[src/rtl/imem_line_fill.sv]
// Line-fill engine: turns a held I-cache line-read miss into one aligned bus burst
// and returns the assembled line with a single-cycle valid pulse.
module imem_line_fill #(
  parameter int unsigned LINE_W = 256,
  parameter int unsigned BUS_W  = 64
) (
  input  logic              clk,
  input  logic              rst_n,
  input  logic [63:0]       req_addr,
  input  logic              req_rd,
  output logic [LINE_W-1:0] line_data,
  output logic              line_dv,
  output logic [63:0]       m_addr,
  output logic              m_req,
  input  logic              m_gnt,
  input  logic [BUS_W-1:0]  m_rdata,
  input  logic              m_rvalid
);

  localparam int unsigned BEATS = LINE_W / BUS_W;
  localparam int unsigned OFFS  = $clog2(LINE_W / 8);
  localparam int unsigned CNT_W = $clog2(BEATS);
  localparam int unsigned TAG_W = 64 - OFFS;

  typedef enum logic [1:0] {
    IDLE,
    REQ,
    BEAT,
    CHK
  } state_t;

  state_t            state_q, state_d;
  logic [TAG_W-1:0]  a_lat_q, a_lat_d;
  logic [CNT_W-1:0]  cnt_q, cnt_d;
  logic [LINE_W-1:0] line_q, line_d;
  logic [63:0]       m_addr_q, m_addr_d;
  logic              m_req_q, m_req_d;
  logic              line_dv_q, line_dv_d;
  logic [TAG_W-1:0]  tag;
  logic              unused_offs;

  assign tag         = req_addr[63:OFFS];
  assign unused_offs = ^req_addr[OFFS-1:0];

  // State and output registers
  always_ff @(posedge clk) begin
    if (!rst_n) begin
      state_q   <= IDLE;
      a_lat_q   <= '0;
      cnt_q     <= '0;
      line_q    <= '0;
      m_addr_q  <= '0;
      m_req_q   <= 1'b0;
      line_dv_q <= 1'b0;
    end else begin
      state_q   <= state_d;
      a_lat_q   <= a_lat_d;
      cnt_q     <= cnt_d;
      line_q    <= line_d;
      m_addr_q  <= m_addr_d;
      m_req_q   <= m_req_d;
      line_dv_q <= line_dv_d;
    end
  end

  // Next-state and next-output logic; beats outside BEAT are ignored
  always_comb begin
    state_d   = state_q;
    a_lat_d   = a_lat_q;
    cnt_d     = cnt_q;
    line_d    = line_q;
    m_addr_d  = m_addr_q;
    m_req_d   = m_req_q;
    line_dv_d = 1'b0;

    unique case (state_q)
      IDLE: begin
        if (req_rd) begin
          a_lat_d  = tag;
          m_addr_d = {tag, {OFFS{1'b0}}};
          m_req_d  = 1'b1;
          state_d  = REQ;
        end
      end
      REQ: begin
        if (m_gnt) begin
          m_req_d = 1'b0;
          cnt_d   = '0;
          state_d = BEAT;
        end
      end
      BEAT: begin
        if (m_rvalid) begin
          line_d[32'(cnt_q) * BUS_W +: BUS_W] = m_rdata;
          if (cnt_q == CNT_W'(BEATS - 1)) begin
            state_d = CHK;
          end else begin
            cnt_d = cnt_q + CNT_W'(1);
          end
        end
      end
      CHK: begin
        // Deliver only if the cache still wants this exact line
        line_dv_d = req_rd && (tag == a_lat_q);
        state_d   = IDLE;
      end
      default: state_d = IDLE;
    endcase
  end

  assign line_data = line_q;
  assign line_dv   = line_dv_q;
  assign m_addr    = m_addr_q;
  assign m_req     = m_req_q;

endmodule

[config.mk]
export PLATFORM = sky130hd
export DESIGN_NAME = imem_line_fill
export DESIGN_NICKNAME = d
export VERILOG_FILES = /design/src/rtl/imem_line_fill.sv
export SDC_FILE = /design/constraint.sdc
export NUM_CORES = 1
export LEC_CHECK = 0
export ABC_AREA = 1
export ABC_CLOCK_PERIOD_IN_PS = 3500
export BUFFER_PORTS_ARGS = -buffer_cell sky130_fd_sc_hd__buf_2
export CAP_MARGIN = 0
export CELL_PAD_IN_SITES_DETAIL_PLACEMENT = 0
export CELL_PAD_IN_SITES_GLOBAL_PLACEMENT = 1
export CORE_MARGIN = 10
export CORE_UTILIZATION = 39
export CTS_BUF_LIST = sky130_fd_sc_hd__clkbuf_8
export CTS_CLUSTER_DIAMETER = 40
export DETAILED_ROUTE_END_ITERATION = 7
export PLACE_DENSITY = 0.95
export SLEW_MARGIN = 0
export SYNTH_ARGS = -nofsm -noshare
export SYNTH_HDL_FRONTEND = slang
export SYNTH_SLANG_ARGS = --single-unit
[constraint.sdc]
create_clock -name clk -period 3.5 [get_ports clk]
set_input_delay 0.35 -clock clk [delete_from_list [all_inputs] [get_ports clk]]
set_output_delay 0.35 -clock clk [all_outputs]
set_load 0.005 [all_outputs]
==> flow_metrics.env, run 1 <==
export IMPL_status="finished clean"
export IMPL_cts_root_buf="clkbuf_8"
export IMPL_grt_pass1_vias=12298
export IMPL_syn_to_final_growth_pct=29.68
export IMPL_hold_ws_ns=0.01940
export IMPL_use_met2_pct=36.57
export IMPL_nets=2233
export IMPL_cts_hold_buffers=21
export IMPL_firstDrtPassIters=5
export IMPL_yosysTopAreaCell="dfxtp_1"
export IMPL_clk_pin_slew_ns=0.06
export IMPL_place_gp_congestion=0.8413
export IMPL_worst_setup_path_start_kind="flop"
export IMPL_die_h_um=200.1
export IMPL_setup_viol=0
export IMPL_rows=65
export IMPL_worst_slack_ns=0.9100
export IMPL_post_cts_buffers=0
export IMPL_fmax_mhz=386.1
export IMPL_antenna_found_initial=7
export IMPL_ctsResizeCount=0
export IMPL_dieArea_sq_um=40050
export IMPL_power_density_nw_per_um2=590.9
export IMPL_cts_sink_count=321
export IMPL_port_buffers=444
export IMPL_grt_start_max_net_pins=125
export IMPL_drtIter0Drc=693
export IMPL_async_flop_share_pct=0
export IMPL_io_pins=455
export IMPL_dp_hpwl_mm=32.19
export IMPL_ys_warn_count=0
export IMPL_synth_cell_types=23
export IMPL_ys_ff_latch=321
export IMPL_use_met3_pct=7.350
export IMPL_dp_slack_ns=0.8759
export IMPL_use_met1_pct=24.83
export IMPL_p_leak_nw=7.142
export IMPL_clk_path_buf_depth=3
export IMPL_synth_top_cells_by_count="nand2_1, dfxtp_1, nor2_1, a21oi_1, clkbuf_1"
export IMPL_synth_area_leaders="dfxtp_1, nand2_1, a21oi_1"
export IMPL_max_slew_margin_pct=44.75
export IMPL_grt_pass1_wl_mm=70.95
export IMPL_synth_top_area_share_pct=50.79
export IMPL_cts_made_buffers=54
export IMPL_wl_mm=46.07
export IMPL_top_usage_layer="met2"
export IMPL_path_class="flop to flop"
export IMPL_stdcell_count=2568
export IMPL_synth_edf_count=0
export IMPL_avgSynthCellArea_sq_um=7.577
export IMPL_dpl_cell_count=2448
export IMPL_overflow=0
export IMPL_coreArea_sq_um=31800
export IMPL_end_kind="flop"
export IMPL_cp_arrival_ns=3.11
export IMPL_initial_utilization_pct=39.79
export IMPL_period_minus_slack_ns=2.590
export IMPL_postRouteAntennaNets=0
export IMPL_max_cap_violations=0
export IMPL_cts_tree="done"
export IMPL_min_period_over_period_pct=74.00
export IMPL_vias=12772
export IMPL_clock_insertion_delay_worst_skew_ns=0.60
export IMPL_die_w_um=200.1
export IMPL_hold_violations=0
export IMPL_drive_above_1_share_pct=25.88
export IMPL_hold_path_class="input port to flop"
export IMPL_drt_wirelength_per_cell_um=17.94
export IMPL_synthFlopType="dfxtp_1"
export IMPL_drc=0
export IMPL_grt_setup_unrepaired="no"
export IMPL_synthesis_area_sq_um=12650
export IMPL_ir_drop_mv=0.3349
export IMPL_htreeDepth=2
export IMPL_grtUsageTotal_pct=21.66
export IMPL_skew_ns=0.03387
export IMPL_yosysMostFrequentCell="nand2_1"
export IMPL_timing_setup_tns_ns=0
export IMPL_path_max_fanout=43
export IMPL_slew_violations=0
export IMPL_vias_per_cell=4.974
export IMPL_postSynthCellCount=1670
export IMPL_required_ns=4.02
export IMPL_yosysSeqAreaShare_pct=50.79
export IMPL_tightest_slew_ns=0.8287
[cell usage in the layout (no fill, tap or decap), drive strengths merged, types with 2 or more instances in the layout]
master	netlist	layout
conb	1	5
or2	2	2
a21oi	211	211
dfxtp	321	321
xnor2	47	47
buf	56	464
o21ai	63	63
inv	36	59
nor2	251	251
nor3	2	2
dlygate4sd3	0	21
clkbuf	69	66
or3	64	64
a22oi	62	62
nand2	472	472
diode	0	4
clkinv	0	3
ha	10	10
clkinvlp	0	2
[final timing paths]
path	startpoint	end	slack, ns	cells after the start
worst max-delay path	cnt_q[0]	line_data[34]	0.91	7
worst min-delay path	m_rdata[13]	line_data[13]	0.02	3
worst max register to register	cnt_q[0]	line_data[34]	0.91	7
worst min register to register	m_req	m_req	0.46	2
[stage by stage]
| stage | power [mW] | utilization [%] | area [sq um] |
|---|---|---|---|
| after global placement | 6.462 | 47.58 | 15130 |
| after CTS | 9.800 | 51.57 | 16400 |
| after floorplan | 5.582 | - | 12670 |
| final | 9.696 | 51.60 | 16410 |
| after detailed placement | 6.505 | 47.58 | 15130 |
| after global routing | 10.24 | 51.58 | 16400 |
[logic make-up after synthesis]
family / after synthesis / share of synthesized area, %
and+or+nand+nor: 793 / 25.01
AOI/OAI and AO/OA: 337 / 14.58
DFF: 321 / 50.79
buffers and inverters: 161 / 5.360
xor gates and xnor gates: 47 / 3.253
adders and majority gates: 10 / 0.9888
other: 1 / 0.02964
[final cells by class]
class / count / area, sq um
Multi-Input combinational cell: 1192 / 5594
Inverter: 36 / 142.6
Clock inverter: 29 / 151.4
Antenna cell: 4 / 10.01
Fill cell: 3107 / 15390
Sequential cell: 321 / 6426
Clock buffer: 66 / 908.4
Tap cell: 435 / 544.3
Timing Repair Buffer: 485 / 2633
[sequential cells by signal, summed over array words and instances, names as in the netlist]
name       count
line_data    256
a_lat_q       59
cnt_q          2
state_q        2
line_dv        1
m_req          1
[report_power, final]
part / internal, mW / switching [mW]
Combinational: 0.759 / 1.52
Sequential: 3.93 / 0.215
Clock: 1.76 / 1.50
Total: 6.45 / 3.24
[worst max-delay path: stages (launching register included)]
cell	delay, ns
dfxtp_1	0.36
inv_2	0.45
buf_4	0.58
nand2_1	0.21
nor3_4	0.21
buf_4	0.43
a22oi_1	0.12
nor2_1	0.13
[metal layers]
layer	share of wire (%)	vias to the layer above
li1	-	6254
met1	40	5892
met2	48	512
met3	9.1	106
met4	3.3	8
met5	0.13	-
No activity file was read; power rests on OpenSTA's default activity.
==> run 2: changes to the inputs <==
--- a/config.mk
+++ b/config.mk
@@ -5,18 +5,18 @@
 export SDC_FILE = /design/constraint.sdc
 export NUM_CORES = 1
 export LEC_CHECK = 0
-export ABC_AREA = 1
-export ABC_CLOCK_PERIOD_IN_PS = 3500
+export ABC_AREA = 0
+export ABC_CLOCK_PERIOD_IN_PS = 2530
 export BUFFER_PORTS_ARGS = -buffer_cell sky130_fd_sc_hd__buf_2
 export CAP_MARGIN = 0
 export CELL_PAD_IN_SITES_DETAIL_PLACEMENT = 0
 export CELL_PAD_IN_SITES_GLOBAL_PLACEMENT = 1
 export CORE_MARGIN = 10
-export CORE_UTILIZATION = 39
+export CORE_UTILIZATION = 38
 export CTS_BUF_LIST = sky130_fd_sc_hd__clkbuf_8
 export CTS_CLUSTER_DIAMETER = 40
 export DETAILED_ROUTE_END_ITERATION = 7
-export PLACE_DENSITY = 0.95
+export PLACE_DENSITY = 0.9
 export SLEW_MARGIN = 0
 export SYNTH_ARGS = -nofsm -noshare
 export SYNTH_HDL_FRONTEND = slang
==> constraint.sdc (replaced) <==
create_clock -name clk -period 2.53 [get_ports clk]
set_input_delay 0.253 -clock clk [delete_from_list [all_inputs] [get_ports clk]]
set_output_delay 0.253 -clock clk [all_outputs]
set_load 0.005 [all_outputs]
==> run 2 against run 1 <==
Against the previous run:
- first-iteration DRC count fell by 17%
- combinational power shrank 4%
- clock-buffer cell count increased by 1
- largest power group unchanged
- fmax rose by 16%
- critical path depth did not move
- hold slack improved by 0.014 ns
- sequential share of layout area shrank 1.9 points
==> flow_metrics.env, run 2 <==
export IMPL_end_kind="flop"
export IMPL_async_flop_share_pct=0
export IMPL_yosysSeqAreaShare_pct=52.09
export IMPL_hold_ws_ns=0.03355
export IMPL_tightest_slew_ns=0.9002
export IMPL_grt_start_max_net_pins=172
export IMPL_grt_pass1_wl_mm=68.38
export IMPL_hold_violations=0
export IMPL_power_density_nw_per_um2=723.9
export IMPL_synth_edf_count=0
export IMPL_ctsResizeCount=0
export IMPL_largest_register_ffs=256
export IMPL_period_minus_slack_ns=2.233
export IMPL_power_total_mw=12.49
export IMPL_clock_insertion_delay_worst_skew_ns=0.61
export IMPL_antenna_found_initial=5
export IMPL_cts_tree="done"
export IMPL_timing_setup_tns_ns=0
export IMPL_grt_setup_unrepaired="no"
export IMPL_ir_drop_mv=0.6922
export IMPL_dp_hpwl_mm=28.80
export IMPL_postRouteAntennaNets=0
export IMPL_nets=1920
export IMPL_rows=65
export IMPL_path_class="flop to flop"
export IMPL_p_leak_nw=7.359
export IMPL_avgSynthCellArea_sq_um=9.885
export IMPL_layout_common_cells="buf_2, dfxtp_1, nor2b_1, a22oi_1, nand2_1"
export IMPL_grt_pass1_vias=11457
export IMPL_syn_to_final_growth_pct=39.86
export IMPL_initial_utilization_pct=38.80
export IMPL_vias=11437
export IMPL_final_common_cell="buf_2"
export IMPL_worst_setup_path_start_kind="flop"
export IMPL_clk_path_buf_depth=3
export IMPL_required_ns=3.06
export IMPL_io_pins=455
export IMPL_drtIter0Drc=573
export IMPL_post_route_util_pct=54.26
export IMPL_max_cap_violations=0
export IMPL_status="finished clean"
export IMPL_hold_path_class="input port to flop"
export IMPL_drc=0
export IMPL_yosysTopAreaCell="dfxtp_1"
export IMPL_port_buffers=444
export IMPL_slew_violations=0
export IMPL_cts_root_buf="clkbuf_8"
export IMPL_path_max_fanout=36
export IMPL_dieArea_sq_um=40070
export IMPL_cts_made_buffers=54
export IMPL_synthFlopType="dfxtp_1"
export IMPL_synth_cell_types=32
export IMPL_min_period_over_period_pct=88.24
export IMPL_max_slew_margin_pct=39.99
export IMPL_drive_above_1_share_pct=30.21
export IMPL_grtUsageTotal_pct=20.95
export IMPL_htreeDepth=2
export IMPL_place_gp_congestion=0.7936
export IMPL_synth_top_cells_by_count="dfxtp_1, nor2b_1, a22oi_1, nand2_1, clkbuf_1"
export IMPL_ys_warn_count=0
export IMPL_coreArea_sq_um=31800
export IMPL_overflow=0
export IMPL_clk_pin_slew_ns=0.06
export IMPL_die_h_um=200.2
export IMPL_hold_path_depth=3
export IMPL_cts_hold_buffers=119
export IMPL_cp_arrival_ns=2.76
export IMPL_vias_per_cell=5.065
export IMPL_skew_ns=0.02154
export IMPL_postSynthCellCount=1248
export IMPL_setup_viol=0
export IMPL_fmax_mhz=447.9
export IMPL_die_w_um=200.2
export IMPL_firstDrtPassIters=5
export IMPL_synthesis_area_sq_um=12340
export IMPL_reg2reg_depth=7
export IMPL_drt_wirelength_per_cell_um=19.70
export IMPL_synth_top_area_share_pct=52.09
export IMPL_post_cts_buffers=0
export IMPL_synth_area_leaders="dfxtp_1, a22oi_1, nor2b_1"
export IMPL_yosysMostFrequentCell="dfxtp_1"
export IMPL_cts_sink_count=321
export IMPL_wl_mm=44.49
export IMPL_ys_ff_latch=321
-- run 2: cell count changes after synthesis, moves of 60 or more --
| cell | change |
|---|---|
| a21oi_1 | -210 |
| or3_1 | -64 |
| nand2_1 | -351 |
| a22oi_1 | +194 |
| o21ai_0 | -60 |
| nor2_1 | -244 |
| nor2b_1 | +258 |
-- run 2: cell families (layout without fill, tap and decap cells) --
| family | after synthesis | after routing | share of synthesized area (%) |
|---|---|---|---|
| and+or+nand+nor | 419 | 419 | 18.81 |
| adders and majority gates | 10 | 10 | 1.014 |
| other | 1 | 11 | 0.03040 |
| muxes | 1 | 1 | 0.08114 |
| DFF | 321 | 321 | 52.09 |
| xor gates and xnor gates | 59 | 59 | 4.189 |
| AOI/OAI and AO/OA | 322 | 322 | 19.52 |
| buffers and inverters | 115 | 680 | 4.260 |
-- run 2: through the flow --
step	instance area [sq um]	worst slack (ns)	instances
5_1_grt	17250	0.1062	2257
3_3_place_gp	14940	0.3737	2037
6_report	17250	0.2975	2258
3_5_place_dp	14940	0.2861	2037
4_1_cts	17240	0.2764	2252
2_1_floorplan	12350	0.6702	1252
-- run 2: worst paths after layout --
kind                                        to  slack [ns]        start
worst max register to register   line_data[12]        0.30   state_q[0]
worst min-delay path            line_data[111]        0.03  m_rdata[47]
worst min register to register     a_lat_q[30]        0.49  a_lat_q[30]
worst max-delay path             line_data[12]        0.30   state_q[0]
-- run 2: routing by layer --
layer  vias to the layer above  GRT usage, %  routed length, um
li1                       5405             -                  -
met1                      5408         23.63              17460
met2                       497         34.91              21590
met3                       127         6.157               3382
met4                         0         11.58               2057
met5                         -             0                  0
-- run 2: worst max-delay path, cell delays in order (launching register included) --
cell     delay, ns
dfxtp_1       0.34
inv_1         0.08
ha_1          0.43
nand3_2       0.20
nor4b_2       0.54
buf_12        0.29
a22oi_1       0.11
nor2b_1       0.14
-- run 2: power by group --
| group | internal, mW | switching (mW) | leakage [nW] |
|---|---|---|---|
| Combinational | 0.958 | 1.24 | 4.12 |
| Clock | 2.59 | 2.11 | 0.641 |
| Sequential | 5.37 | 0.227 | 2.60 |
-- run 2: layout make-up --
class,count,area [sq um]
Clock inverter,29,185.2
Fill cell,2826,14550
Clock buffer,67,922.1
Sequential cell,321,6426
Inverter,6,22.52
Timing Repair Buffer,578,3682
Antenna cell,6,15.01
Multi-Input combinational cell,816,5456
Tap cell,435,544.3
==> run 3: changes to the inputs <==
--- a/config.mk
+++ b/config.mk
@@ -12,11 +12,11 @@
 export CELL_PAD_IN_SITES_DETAIL_PLACEMENT = 0
 export CELL_PAD_IN_SITES_GLOBAL_PLACEMENT = 1
 export CORE_MARGIN = 10
-export CORE_UTILIZATION = 38
+export CORE_UTILIZATION = 33
 export CTS_BUF_LIST = sky130_fd_sc_hd__clkbuf_8
 export CTS_CLUSTER_DIAMETER = 40
 export DETAILED_ROUTE_END_ITERATION = 7
-export PLACE_DENSITY = 0.9
+export PLACE_DENSITY = 0.75
 export SLEW_MARGIN = 0
 export SYNTH_ARGS = -nofsm -noshare
 export SYNTH_HDL_FRONTEND = slang
==> run 3 against run 2 <==
Against the previous run:
- total power increased by 0.46%
- worst setup slack got worse by 0.021 ns
- clock power increased by 0.9%
- die area increased by 14%
- register-to-register slack got worse by 0.02 ns
- combinational power about the same
- clock skew decreased by 0.0090 ns
- clock-buffer cell count increased by 1
- fmax decreased by 0.94%
- sequential power about the same
- critical path type unchanged
- highest routed layer unchanged
==> flow_metrics.env, run 3 (synthesis results as in run 2) <==
export IMPL_status="finished clean"
export IMPL_vias=11198
export IMPL_grtUsageTotal_pct=18.59
export IMPL_wl_met3_mm=3.969
export IMPL_fillers=3518
export IMPL_fmax_mhz=443.7
export IMPL_drc=0
export IMPL_cts_made_buffers=55
export IMPL_regArea_sq_um=6426
export IMPL_die_w_um=213.4
export IMPL_required_ns=3.09
export IMPL_stdcell_area_sq_um=17370
export IMPL_slew_violations=0
export IMPL_max_cap_violations=0
export IMPL_drt_wirelength_per_cell_um=19.65
export IMPL_initial_utilization_pct=33.54
export IMPL_r2r_start="state_q[0]"
export IMPL_tightest_slew_ns=0.9080
export IMPL_ir_drop_mv=0.4077
export IMPL_max_slew_margin_pct=39.47
export IMPL_grt_pass1_wl_mm=66.50
export IMPL_period_minus_slack_ns=2.254
export IMPL_grt_pass1_vias=11233
export IMPL_clk_pin_slew_ns=0.06
export IMPL_wl_mm=45.17
export IMPL_io_pins=455
export IMPL_reg2reg_depth=7
export IMPL_p_leak_nw=7.423
export IMPL_setup_viol=0
export IMPL_overflow=0
export IMPL_worstSetupEndpoint="line_data[6]"
export IMPL_dieArea_sq_um=45520
export IMPL_drtIter0Drc=759
export IMPL_die_h_um=213.4
export IMPL_r2r_slack_ns=0.28
export IMPL_syn_to_final_growth_pct=40.82
export IMPL_layout_common_cells="buf_2, dfxtp_1, nor2b_1, a22oi_1, dlygate4sd3_1"
export IMPL_end_kind="flop"
export IMPL_cts_sink_count=321
export IMPL_dp_hpwl_mm=29.29
export IMPL_clock_insertion_delay_worst_skew_ns=0.63
export IMPL_cts_root_buf="clkbuf_8"
export IMPL_wl_met2_mm=21.86
export IMPL_cts_tree="done"
export IMPL_worstSetupStartpoint="state_q[0]"
export IMPL_min_period_over_period_pct=89.08
export IMPL_post_cts_buffers=0
export IMPL_power_total_mw=12.55
export IMPL_coreArea_sq_um=36790
export IMPL_postRouteAntennaNets=0
export IMPL_rows=70
export IMPL_grt_setup_unrepaired="no"
export IMPL_path_class="flop to flop"
export IMPL_drive_above_1_share_pct=29.94
export IMPL_multi_input_area_sq_um=5488
export IMPL_nets=1928
export IMPL_wl_met1_mm=17.93
export IMPL_dpl_cell_area_sq_um=14990
export IMPL_rr_endpoint="line_data[6]"
export IMPL_port_buffers=444
export IMPL_firstDrtPassIters=6
export IMPL_skew_ns=0.01259
export IMPL_worst_setup_path_start_kind="flop"
export IMPL_vias_per_cell=4.873
export IMPL_hold_violations=0
export IMPL_top_layer="met4"
export IMPL_place_gp_congestion=0.7931
export IMPL_largest_register_ffs=256
export IMPL_final_common_cell="buf_2"
export IMPL_grt_start_max_net_pins=224
export IMPL_clk_path_buf_depth=3
export IMPL_timing_setup_tns_ns=0
export IMPL_htreeDepth=2
export IMPL_cp_arrival_ns=2.81
export IMPL_hold_path_class="input port to flop"
export IMPL_antenna_found_initial=3
export IMPL_power_density_nw_per_um2=722.2
export IMPL_path_max_fanout=59
-- run 3: stage by stage --
stage                     hold WS [ns]  setup WS [ns]  utilization [%]  cells
after floorplan                 0.3979         0.6702                -   1252
after global placement          0.4765         0.1397            40.76   2072
after detailed placement        0.4835         0.1189            40.76   2072
after CTS                      0.06324        0.08756            47.18   2295
after global routing           0.09502        0.05352            47.23   2298
final                           0.1147         0.2763            47.23   2298
-- run 3: timing repair --
item                                    4_1_cts  5_1_grt
endpoints found under the setup margin        0       56
hold buffers                                124        0
endpoints found under the hold margin       316        0
gates resized for setup                       0        1
-- run 3: critical path, cell delays in order (launching register included) --
cell	delay, ns
dfxtp_1	0.34
inv_1	0.09
ha_1	0.51
nand3_4	0.15
nor4b_2	0.42
buf_12	0.37
a22oi_1	0.12
nor2b_1	0.15
-- run 3: final cells by class --
cell class	count	share of cell area, %
flip-flops and latches	321	36.99
inverters	6	0.1296
repair buffers	585	21.43
multi-input cells	816	31.59
well taps	468	3.371
diodes	3	0.04321
clock buffers	68	5.387
clock inverters	31	1.066
-- run 3: worst min path at each step --
stage                   to  cells after the start    startpoint  slack (ns)
2_1_floorplan  a_lat_q[10]                      2  req_addr[15]        0.40
3_3_place_gp   a_lat_q[30]                      2   a_lat_q[30]        0.48
3_5_place_dp   a_lat_q[30]                      2   a_lat_q[30]        0.48
4_1_cts            line_dv                      5         rst_n        0.06
5_1_grt            line_dv                      5         rst_n         0.1
6_report           line_dv                      5         rst_n        0.11
-- run 3: power by group --
part | switching (mW) | total, mW | internal (mW)
combinational | 1.25 | 2.21 | 0.959
sequential | 0.231 | 5.60 | 5.37
clock | 2.12 | 4.74 | 2.62
-- run 3: per-layer routing --
layer,global-route usage (%),vias up
li1,-,5413
met1,21.24,5286
met2,31.61,423
met3,5.986,76
met4,7.455,0
met5,0,-
